$ cat config.mk
export PLATFORM = sky130hd
export DESIGN_NAME = sprite_pixel_fetch
export DESIGN_NICKNAME = d
export VERILOG_FILES = /design/src/rtl/sprite_pkg.sv /design/src/rtl/sprite_anim_ctrl.sv /design/src/rtl/sprite_pixel_fetch.sv
export SDC_FILE = /design/constraint.sdc
export NUM_CORES = 1
export LEC_CHECK = 0
export ABC_AREA = 1
export CAP_MARGIN = 40
export CORE_MARGIN = 3
export CORE_UTILIZATION = 48
export DETAILED_ROUTE_END_ITERATION = 8
export PLACE_DENSITY = 0.77
export SYNTH_ARGS = -nofsm -noshare
export SYNTH_HDL_FRONTEND = slang
export SYNTH_HIERARCHICAL = 1
export SYNTH_SLANG_ARGS = --single-unit
$ cat constraint.sdc
create_clock -name Clk -period 2.6 [get_ports Clk]
set_input_delay 0.26 -clock Clk [delete_from_list [all_inputs] [get_ports Clk]]
set_output_delay 0.26 -clock Clk [all_outputs]
set_load 0.05 [all_outputs]
$ cat src/rtl/sprite_pkg.sv
// Shared types and constants for the sprite pixel fetch path.
package sprite_pkg;

  typedef logic [4:0] pal_index_t;
  typedef logic [9:0] coord_t;

  localparam int unsigned SCREEN_W        = 640;
  localparam int unsigned SCREEN_H        = 480;
  localparam pal_index_t  TRANSPARENT_IDX = 5'd0;

  // Bit width needed to count 0..v-1, never less than one bit.
  function automatic int unsigned clog2_min1(input int unsigned v);
    return (v > 1) ? $clog2(v) : 1;
  endfunction

endpackage

$ cat src/rtl/sprite_anim_ctrl.sv
// Sprite position shadowing and animation frame sequencing. Position and
// animation frame only ever change on frame_start, so they are stable for a
// whole visible frame.
module sprite_anim_ctrl
  import sprite_pkg::*;
#(
  parameter int unsigned N_FRAMES  = 4,
  parameter int unsigned FRAME_DIV = 8,
  parameter int unsigned FR_W      = clog2_min1(N_FRAMES)
) (
  input  logic            Clk,
  input  logic            Reset,
  input  logic            frame_start,
  input  logic            pos_wr,
  input  logic            anim_en,
  input  coord_t          sprite_x_in,
  input  coord_t          sprite_y_in,
  output coord_t          sprite_x,
  output coord_t          sprite_y,
  output logic [FR_W-1:0] anim_frame
);

  localparam int unsigned DIV_W = clog2_min1(FRAME_DIV);

  coord_t            act_x_q, act_x_d, act_y_q, act_y_d;
  coord_t            pend_x_q, pend_x_d, pend_y_q, pend_y_d;
  logic              pend_q, pend_d;
  logic [DIV_W-1:0]  div_q, div_d;
  logic [FR_W-1:0]   frame_q, frame_d;

  // Next-state: pending position capture, frame-boundary commit, animation step.
  always_comb begin
    act_x_d  = act_x_q;
    act_y_d  = act_y_q;
    pend_x_d = pend_x_q;
    pend_y_d = pend_y_q;
    pend_d   = pend_q;
    div_d    = div_q;
    frame_d  = frame_q;

    if (pos_wr) begin
      pend_x_d = sprite_x_in;
      pend_y_d = sprite_y_in;
      pend_d   = 1'b1;
    end

    if (frame_start) begin
      // A write landing on the frame boundary bypasses the shadow registers.
      if (pos_wr) begin
        act_x_d = sprite_x_in;
        act_y_d = sprite_y_in;
        pend_d  = 1'b0;
      end else if (pend_q) begin
        act_x_d = pend_x_q;
        act_y_d = pend_y_q;
        pend_d  = 1'b0;
      end

      if (anim_en) begin
        if (div_q == DIV_W'(FRAME_DIV - 1)) begin
          div_d   = '0;
          frame_d = (frame_q == FR_W'(N_FRAMES - 1)) ? '0 : frame_q + 1'b1;
        end else begin
          div_d = div_q + 1'b1;
        end
      end
    end
  end

  // State registers with synchronous reset.
  always_ff @(posedge Clk) begin
    if (Reset) begin
      act_x_q  <= '0;
      act_y_q  <= '0;
      pend_x_q <= '0;
      pend_y_q <= '0;
      pend_q   <= 1'b0;
      div_q    <= '0;
      frame_q  <= '0;
    end else begin
      act_x_q  <= act_x_d;
      act_y_q  <= act_y_d;
      pend_x_q <= pend_x_d;
      pend_y_q <= pend_y_d;
      pend_q   <= pend_d;
      div_q    <= div_d;
      frame_q  <= frame_d;
    end
  end

  assign sprite_x   = act_x_q;
  assign sprite_y   = act_y_q;
  assign anim_frame = frame_q;

endmodule

$ cat src/rtl/sprite_pixel_fetch.sv
// Per-pixel sprite hit test, ROM addressing and compositing over background.
// Three stages: stage 0 drives rom_addr combinationally, stage 1 waits for the
// synchronous ROM, stage 2 registers the composited palette index.
module sprite_pixel_fetch
  import sprite_pkg::*;
#(
  parameter int unsigned SPR_W       = 32,
  parameter int unsigned SPR_H       = 32,
  parameter int unsigned N_FRAMES    = 4,
  parameter int unsigned FRAME_DIV   = 8,
  parameter pal_index_t  TRANSPARENT = TRANSPARENT_IDX,
  parameter int unsigned ADDR_W      = 12
) (
  input  logic              Clk,
  input  logic              Reset,
  input  logic              frame_start,
  input  logic              pix_valid,
  input  coord_t            DrawX,
  input  coord_t            DrawY,
  input  pal_index_t        bg_index,
  input  coord_t            sprite_x_in,
  input  coord_t            sprite_y_in,
  input  logic              pos_wr,
  input  logic              anim_en,
  output logic [ADDR_W-1:0] rom_addr,
  input  pal_index_t        rom_data,
  output pal_index_t        pixel_index,
  output logic              pixel_valid,
  output coord_t            out_x,
  output coord_t            out_y
);

  localparam int unsigned FR_W = clog2_min1(N_FRAMES);

  coord_t          sprite_x, sprite_y;
  logic [FR_W-1:0] anim_frame;

  sprite_anim_ctrl #(
    .N_FRAMES  (N_FRAMES),
    .FRAME_DIV (FRAME_DIV),
    .FR_W      (FR_W)
  ) u_anim_ctrl (
    .Clk         (Clk),
    .Reset       (Reset),
    .frame_start (frame_start),
    .pos_wr      (pos_wr),
    .anim_en     (anim_en),
    .sprite_x_in (sprite_x_in),
    .sprite_y_in (sprite_y_in),
    .sprite_x    (sprite_x),
    .sprite_y    (sprite_y),
    .anim_frame  (anim_frame)
  );

  logic [10:0] x_ext, y_ext, sx_ext, sy_ext;
  coord_t      dx, dy;
  logic        hit0;

  // Stage 0: 11-bit bounds compare so sprites clip at the screen edge instead of wrapping.
  always_comb begin
    x_ext  = {1'b0, DrawX};
    y_ext  = {1'b0, DrawY};
    sx_ext = {1'b0, sprite_x};
    sy_ext = {1'b0, sprite_y};
    dx     = DrawX - sprite_x;
    dy     = DrawY - sprite_y;
    hit0   = pix_valid
             && (x_ext < 11'(SCREEN_W)) && (y_ext < 11'(SCREEN_H))
             && (x_ext >= sx_ext) && (x_ext < sx_ext + 11'(SPR_W))
             && (y_ext >= sy_ext) && (y_ext < sy_ext + 11'(SPR_H));
    rom_addr = '0;
    if (hit0) begin
      rom_addr = ADDR_W'(anim_frame) * ADDR_W'(SPR_W * SPR_H)
               + ADDR_W'(dy) * ADDR_W'(SPR_W)
               + ADDR_W'(dx);
    end
  end

  logic       hit1_q, valid1_q;
  pal_index_t bg1_q;
  coord_t     x1_q, y1_q;

  // Stage 1: hold pixel context while the ROM read completes.
  always_ff @(posedge Clk) begin
    if (Reset) begin
      hit1_q   <= 1'b0;
      valid1_q <= 1'b0;
      bg1_q    <= '0;
      x1_q     <= '0;
      y1_q     <= '0;
    end else begin
      hit1_q   <= hit0;
      valid1_q <= pix_valid;
      bg1_q    <= bg_index;
      x1_q     <= DrawX;
      y1_q     <= DrawY;
    end
  end

  pal_index_t idx2_q;
  logic       valid2_q;
  coord_t     x2_q, y2_q;

  // Stage 2: composite sprite over background; idle slots emit index 0.
  always_ff @(posedge Clk) begin
    if (Reset) begin
      idx2_q   <= '0;
      valid2_q <= 1'b0;
      x2_q     <= '0;
      y2_q     <= '0;
    end else begin
      valid2_q <= valid1_q;
      x2_q     <= x1_q;
      y2_q     <= y1_q;
      if (!valid1_q) begin
        idx2_q <= '0;
      end else if (hit1_q && (rom_data != TRANSPARENT)) begin
        idx2_q <= rom_data;
      end else begin
        idx2_q <= bg1_q;
      end
    end
  end

  assign pixel_index = idx2_q;
  assign pixel_valid = valid2_q;
  assign out_x       = x2_q;
  assign out_y       = y2_q;

endmodule

## Yosys cells after proc, flatten, opt, wreduce, memory -nomap -nowiden

Cells that the tools add are included.

- Bits in registers: 99
- Latch bits: 0
- RAM bits: 0
- ROM bits: 0
- Input bits: 56
- Output and inout port bits: 38
- Logic and storage cells: 58
- Memories: 0

- Add/sub/neg operators: 8
- $mul: 0
- Div/mod/pow operators: 0
- Order comparisons: 6
- Equality and inequality tests: 2
- Shift operators: 0
- Multiplexer cells: 12
- Bitwise gates (word level): 1
- Reductions and logical operators: 13

Operator list:

| cell | count |
|---|---|
| 2-to-1 mux 10 bit | 4 |
| adder 10 x 6 -> 11 bit (second input constant) | 2 |
| less-than comparator 10 x 11 -> 1 bit | 2 |
| >= comparator 10 bit | 2 |
| adder 12 x 10 -> 12 bit | 1 |
| adder 12 bit | 1 |
| 2-to-1 mux 12 bit | 1 |
| less-than comparator 10 bit (second input constant) | 1 |
| less-than comparator 10 x 9 -> 1 bit (second input constant) | 1 |
| subtractor 10 bit | 1 |
| logical AND 1 bit | 7 |
| subtractor 7 bit | 1 |
| 2-to-1 mux 5 bit | 1 |
| nonzero test 5 bit | 1 |
| 2-to-1 mux 1 bit | 4 |
| AND reduction 2 bit | 2 |
| adder 3 x 1 -> 3 bit (second input constant) | 1 |
| == test 3 bit (second input constant) | 1 |
| 2-to-1 mux 3 bit | 1 |
| AND reduction 3 bit | 1 |
| adder 2 x 1 -> 2 bit (second input constant) | 1 |
| == test 2 bit (second input constant) | 1 |
| 2-to-1 mux 2 bit | 1 |
| nonzero test 2 bit | 1 |
| other kinds (2) | 2 |

## Depth between registers and ports, before layout

- Depth after elaboration: 8
- Mapped depth: 20
- Gate-level depth less buffers: 19

## Modules after synthesis

The synthesis kept the hierarchy.

By module, submodules not included:

| module | times used | cells each | area each (µm²) | seq. area each (µm²) |
|---|---|---|---|---|
| sprite_pixel_fetch | 1 | 454 | 3,295.7 | 1,061.0 |
| sprite_anim_ctrl | 1 | 289 | 1,889.3 | 920.9 |

## Worst setup path before layout

No wires, ideal clock.

- Path type: register to output
- Start: register u_anim_ctrl.act_x_q[5] (netlist: u_anim_ctrl/sprite_x[5])
- End: output rom_addr[11]
- Data arrival time: 3.339 ns
- Required time: 2.340 ns
- Path slack: -0.999 ns
- Cell stages (with the launch flop): 18
- Path buffers: 0
- Cells stage by stage: dfxtp_1 inv_1 ha_1 nand2_2 inv_1 nand2_1 nand2_1 a21oi_1 xnor2_1 inv_1 fa_1 inv_1 nand4_1 nand3_1 inv_1 nand2_1 nand2_1 nor3_1

- Word-level cells in the longest chain between the ends: 6
- Elaborated cells between the ends (all ways): 10
- Those cells by class: 3 x add/sub; 2 x order compare; 1 x mux; 4 x reduce/logical

Ends and longest elaborated chain:

| item | line | text |
|---|---|---|
| start, declared | sprite_anim_ctrl.sv:25 | `coord_t act_x_q, act_x_d, act_y_q, act_y_d;` |
| start signal, assigned | sprite_anim_ctrl.sv:81 | `act_x_q <= act_x_d;` |
| adder 10 x 6 -> 11 bit or >= comparator 10 bit (tied branches) | sprite_pixel_fetch.sv:69 | `&& (x_ext >= sx_ext) && (x_ext < sx_ext + 11'(SPR_W))` |
| less-than comparator 10 x 11 -> 1 bit or logical AND 1 bit (tied branches) | sprite_pixel_fetch.sv:69 |  |
| logical AND 1 bit | sprite_pixel_fetch.sv:69 |  |
| logical AND 1 bit (2 in series) | sprite_pixel_fetch.sv:70 | `&& (y_ext >= sy_ext) && (y_ext < sy_ext + 11'(SPR_H));` |
| 2-to-1 mux 12 bit * | sprite_pixel_fetch.sv:72 | `if (hit0) begin` |
| end, declared | sprite_pixel_fetch.sv:25 | `output logic [ADDR_W-1:0] rom_addr,` |

Every way passes the cells marked *; elsewhere a longest branch is shown, timed or not.

## Worst setup path in the final report

- Start: register u_anim_ctrl.act_x_q[2] (netlist: u_anim_ctrl/sprite_x[2])
- End: output rom_addr[7]

The elaborated chain is that of the path after synthesis.

==> metrics.cfg <==
[pwr]
pwr-share-comb_pct=37.2
total_leakage_power_nw=3.68
power.net_switching_mw=1.37
clockPowerShare_pct=22.7
power.density_nw_per_um2=548
ir_drop_uv=396
pwr-share-seq_pct=40.1
intPower_mw=2.70
switching_share_pct=33.8

[sta]
tightestPinTransition_ps=689
max_freq_mhz=316
finalSetupViolations=12
fin_worst_skew_ps=15.2
slew_headroom_pct=54.0
hold_violations=0
layout_min_cycle_time_ps=3160
timing.final.crit_share_pct=122
slew_viol_final=0
finalSetupTns_ps=-6020
rsz0062_at_grt=true
setup_slack_ps=-563
whs_ps=199

[logic_synthesis]
ys_async_sr_fraction_pct=0
synth_top_area_share_pct=38.2
ys_top_cells_by_count=nand2_1, inv_1, nor2_1, dfxtp_1, ha_1
ys_ff_latch=99
ys_top_cells_by_area=dfxtp_1, nand2_1, inv_1
synth.most_common_cell=nand2_1
synth_fp_nets=843
synth.largest_area_cell=dfxtp_1
yosysWarningCount=6
synth_edf_count=0
syn-cell-area_sq_um=5180
avgSynthCellArea_sq_um=6.98
synth-main-ff-cell=dfxtp_1
synth_cell_type_count=32
yosysSeqAreaShare_pct=38.2
syn-instance-count=743

[routing]
drt-wirelength-per-cell_um=12.0
drt_iter0_drc=206
ant_nets=0
vias=4856
dr.pass1.iters=5
vias_per_cell=4.68
drc=0
wirelength_um=12500

[floorplanning]
fp.dieW_um=110
dieArea_sq_um=12100
rows=37
die_h_um=110
core_area_sq_um=10400
ios=94
initial_core_util_pct=49.8

[critical_path]
worst-path-stages=15
crit_path_start_kind=register
cp.arrival_ps=2900
crit_buf_inv=5
crit_required_ps=2340
reg2reg_depth=17
worstPathMaxFanout=4
cpPeakStageDelay_ps=350
worstSetupPathType=register to primary output
end_kind=primary output
critPathTopFamily=adder cells
path_cells=inv_2, ha_4, nand3_2, nand2_2, nand3_1, nand2_2, xor2_2, ha_2, inv_2, fa_2, buf_6, buf_4, xor2_2, nor3_4, buf_12
cp_slowest_cell=dfxtp_2

[clocking]
postCtsHoldBufs=0
clkTransAtPathRegs_ps=100
htree_levels=3
cts_tree=built
clockRootBuffer=clkbuf_8
clock-sinks=99
clockBufferDepth=2
clk_latency_ps=370
cts-buffers-inserted=9

[finish]
fin_nets=997
seqCellArea_sq_um=1990
syn_to_final_growth_pct=43.2
layout-drive-gt1-share_pct=19.4
n_antenna_cell=0
nFillCells=847
multi_input_comb_area_sq_um=2860

[placed_design]
portBuffers=93
post-place-ws_ps=-666
gp_congestion=0.874
dp_hpwl_um=9510

[global_routing]
overflow=0
grt_usage_pct=21.8
grt_max_degree=70
grt_pass1_wl_um=20900
first_global_vias=4755
antenna_found_initial=0

[worst_hold_path]
min_path_type=input pin to register
min_path_cells=3

[run]
maxCapViolCount=0

[run_status]
violations=negative setup slack
status=finished, violations left

what timing repair did:
| item | CTS | global route |
|---|---|---|
| resized for setup | 33 | 34 |
| buffers inserted | 13 | 5 |
| cloned | 0 | 0 |
| pin swaps | 28 | 29 |
| endpoints found under the setup margin | 12 | 12 |
kinds of logic after synthesis:
logic type	after synthesis	synth area share, %
and+or+nand+nor	365	29.4
buffers and inverters	171	13.1
DFF	99	38.2
adders and majority gates	44	11.1
AOI/OAI and AO/OA	42	4.49
xor gates and xnor gates	22	3.72
power by group through the flow:
stage               sequential [mW]  clock [mW]  combinational (mW)
floorplan                      1.72           0               0.798
global placement               1.66           0                1.30
detailed placement             1.67           0                1.31
CTS                            1.63       0.957                1.40
global route                   1.64        1.02                1.67
finish                         1.63       0.923                1.51
sequential cells by signal (all words and copies together) (netlist names), 10 cells and up:
name                  count
u_anim_ctrl/pend_x_q     10
out_y                    10
x1_q                     10
u_anim_ctrl/sprite_x     10
out_x                    10
u_anim_ctrl/sprite_y     10
u_anim_ctrl/pend_y_q     10
y1_q                     10
metal layers:
layer	vias up	wire length, um	track usage [%]
met1	2172	5460	26.5
li1	2535	-	-
met4	0	192	6.32
met2	130	6180	38.7
met5	-	0	0
met3	19	641	4.29
placed cells by master, fill, tap and decap left out, drive strengths merged:
cell type	instances
dlymetal6s2s	4
a21oi	18
a31oi	2
dlygate4sd2	2
xor2	9
ha	41
nand4	8
o21a	1
inv	153
xnor2	13
a21boi	1
fa	3
clkinvlp	2
clkinv	2
clkdlybuf4s50	74
buf	83
nor3	15
nor2	149
nand2	170
nand3	23
clkbuf	10
o21bai	2
o21ai	16
a21o	1
a31o	1
dfxtp	99
through the flow:
step                      utilization (%)  instance area [sq um]  total power, mW  std cells
final                                71.3                   7420             4.07       1038
after global routing                 71.3                   7420             4.33       1038
after CTS                            69.6                   7250             4.00       1033
after detailed placement             66.1                   6880             2.98       1007
after global placement               66.1                   6880             2.97       1007
after floorplan                         -                   5330             2.52        743
worst register-to-register path: cells and delay by family (launching register included):
kind                       cells  cell delay [ps]
DFF                            1              350
and+or+nand+nor                6              570
AOI/OAI and AO/OA              1              150
adders and majority gates      1              240
buffers and inverters          9              990
area by class of cell:
| cell class | instances | share of cell area (%) |
|---|---|---|
| Clock buffer | 10 | 1.85 |
| Clock inverter | 6 | 0.657 |
| Inverter | 151 | 7.67 |
| Multi-Input combinational cell | 473 | 38.6 |
| Sequential cell | 99 | 26.8 |
| Tap cell | 136 | 2.29 |
| Timing Repair Buffer | 163 | 22.1 |
worst paths after layout:
path | start | endpoint | slack (ps)
worst max-delay path | u_anim_ctrl/sprite_x[2] | rom_addr[7] | -560
worst min-delay path | DrawX[2] | x1_q[2] | 200
worst max register to register | u_anim_ctrl/sprite_x[2] | hit1_q | 230
worst min register to register | y1_q[7] | out_y[7] | 410
(Power assumes the default switching activity.)
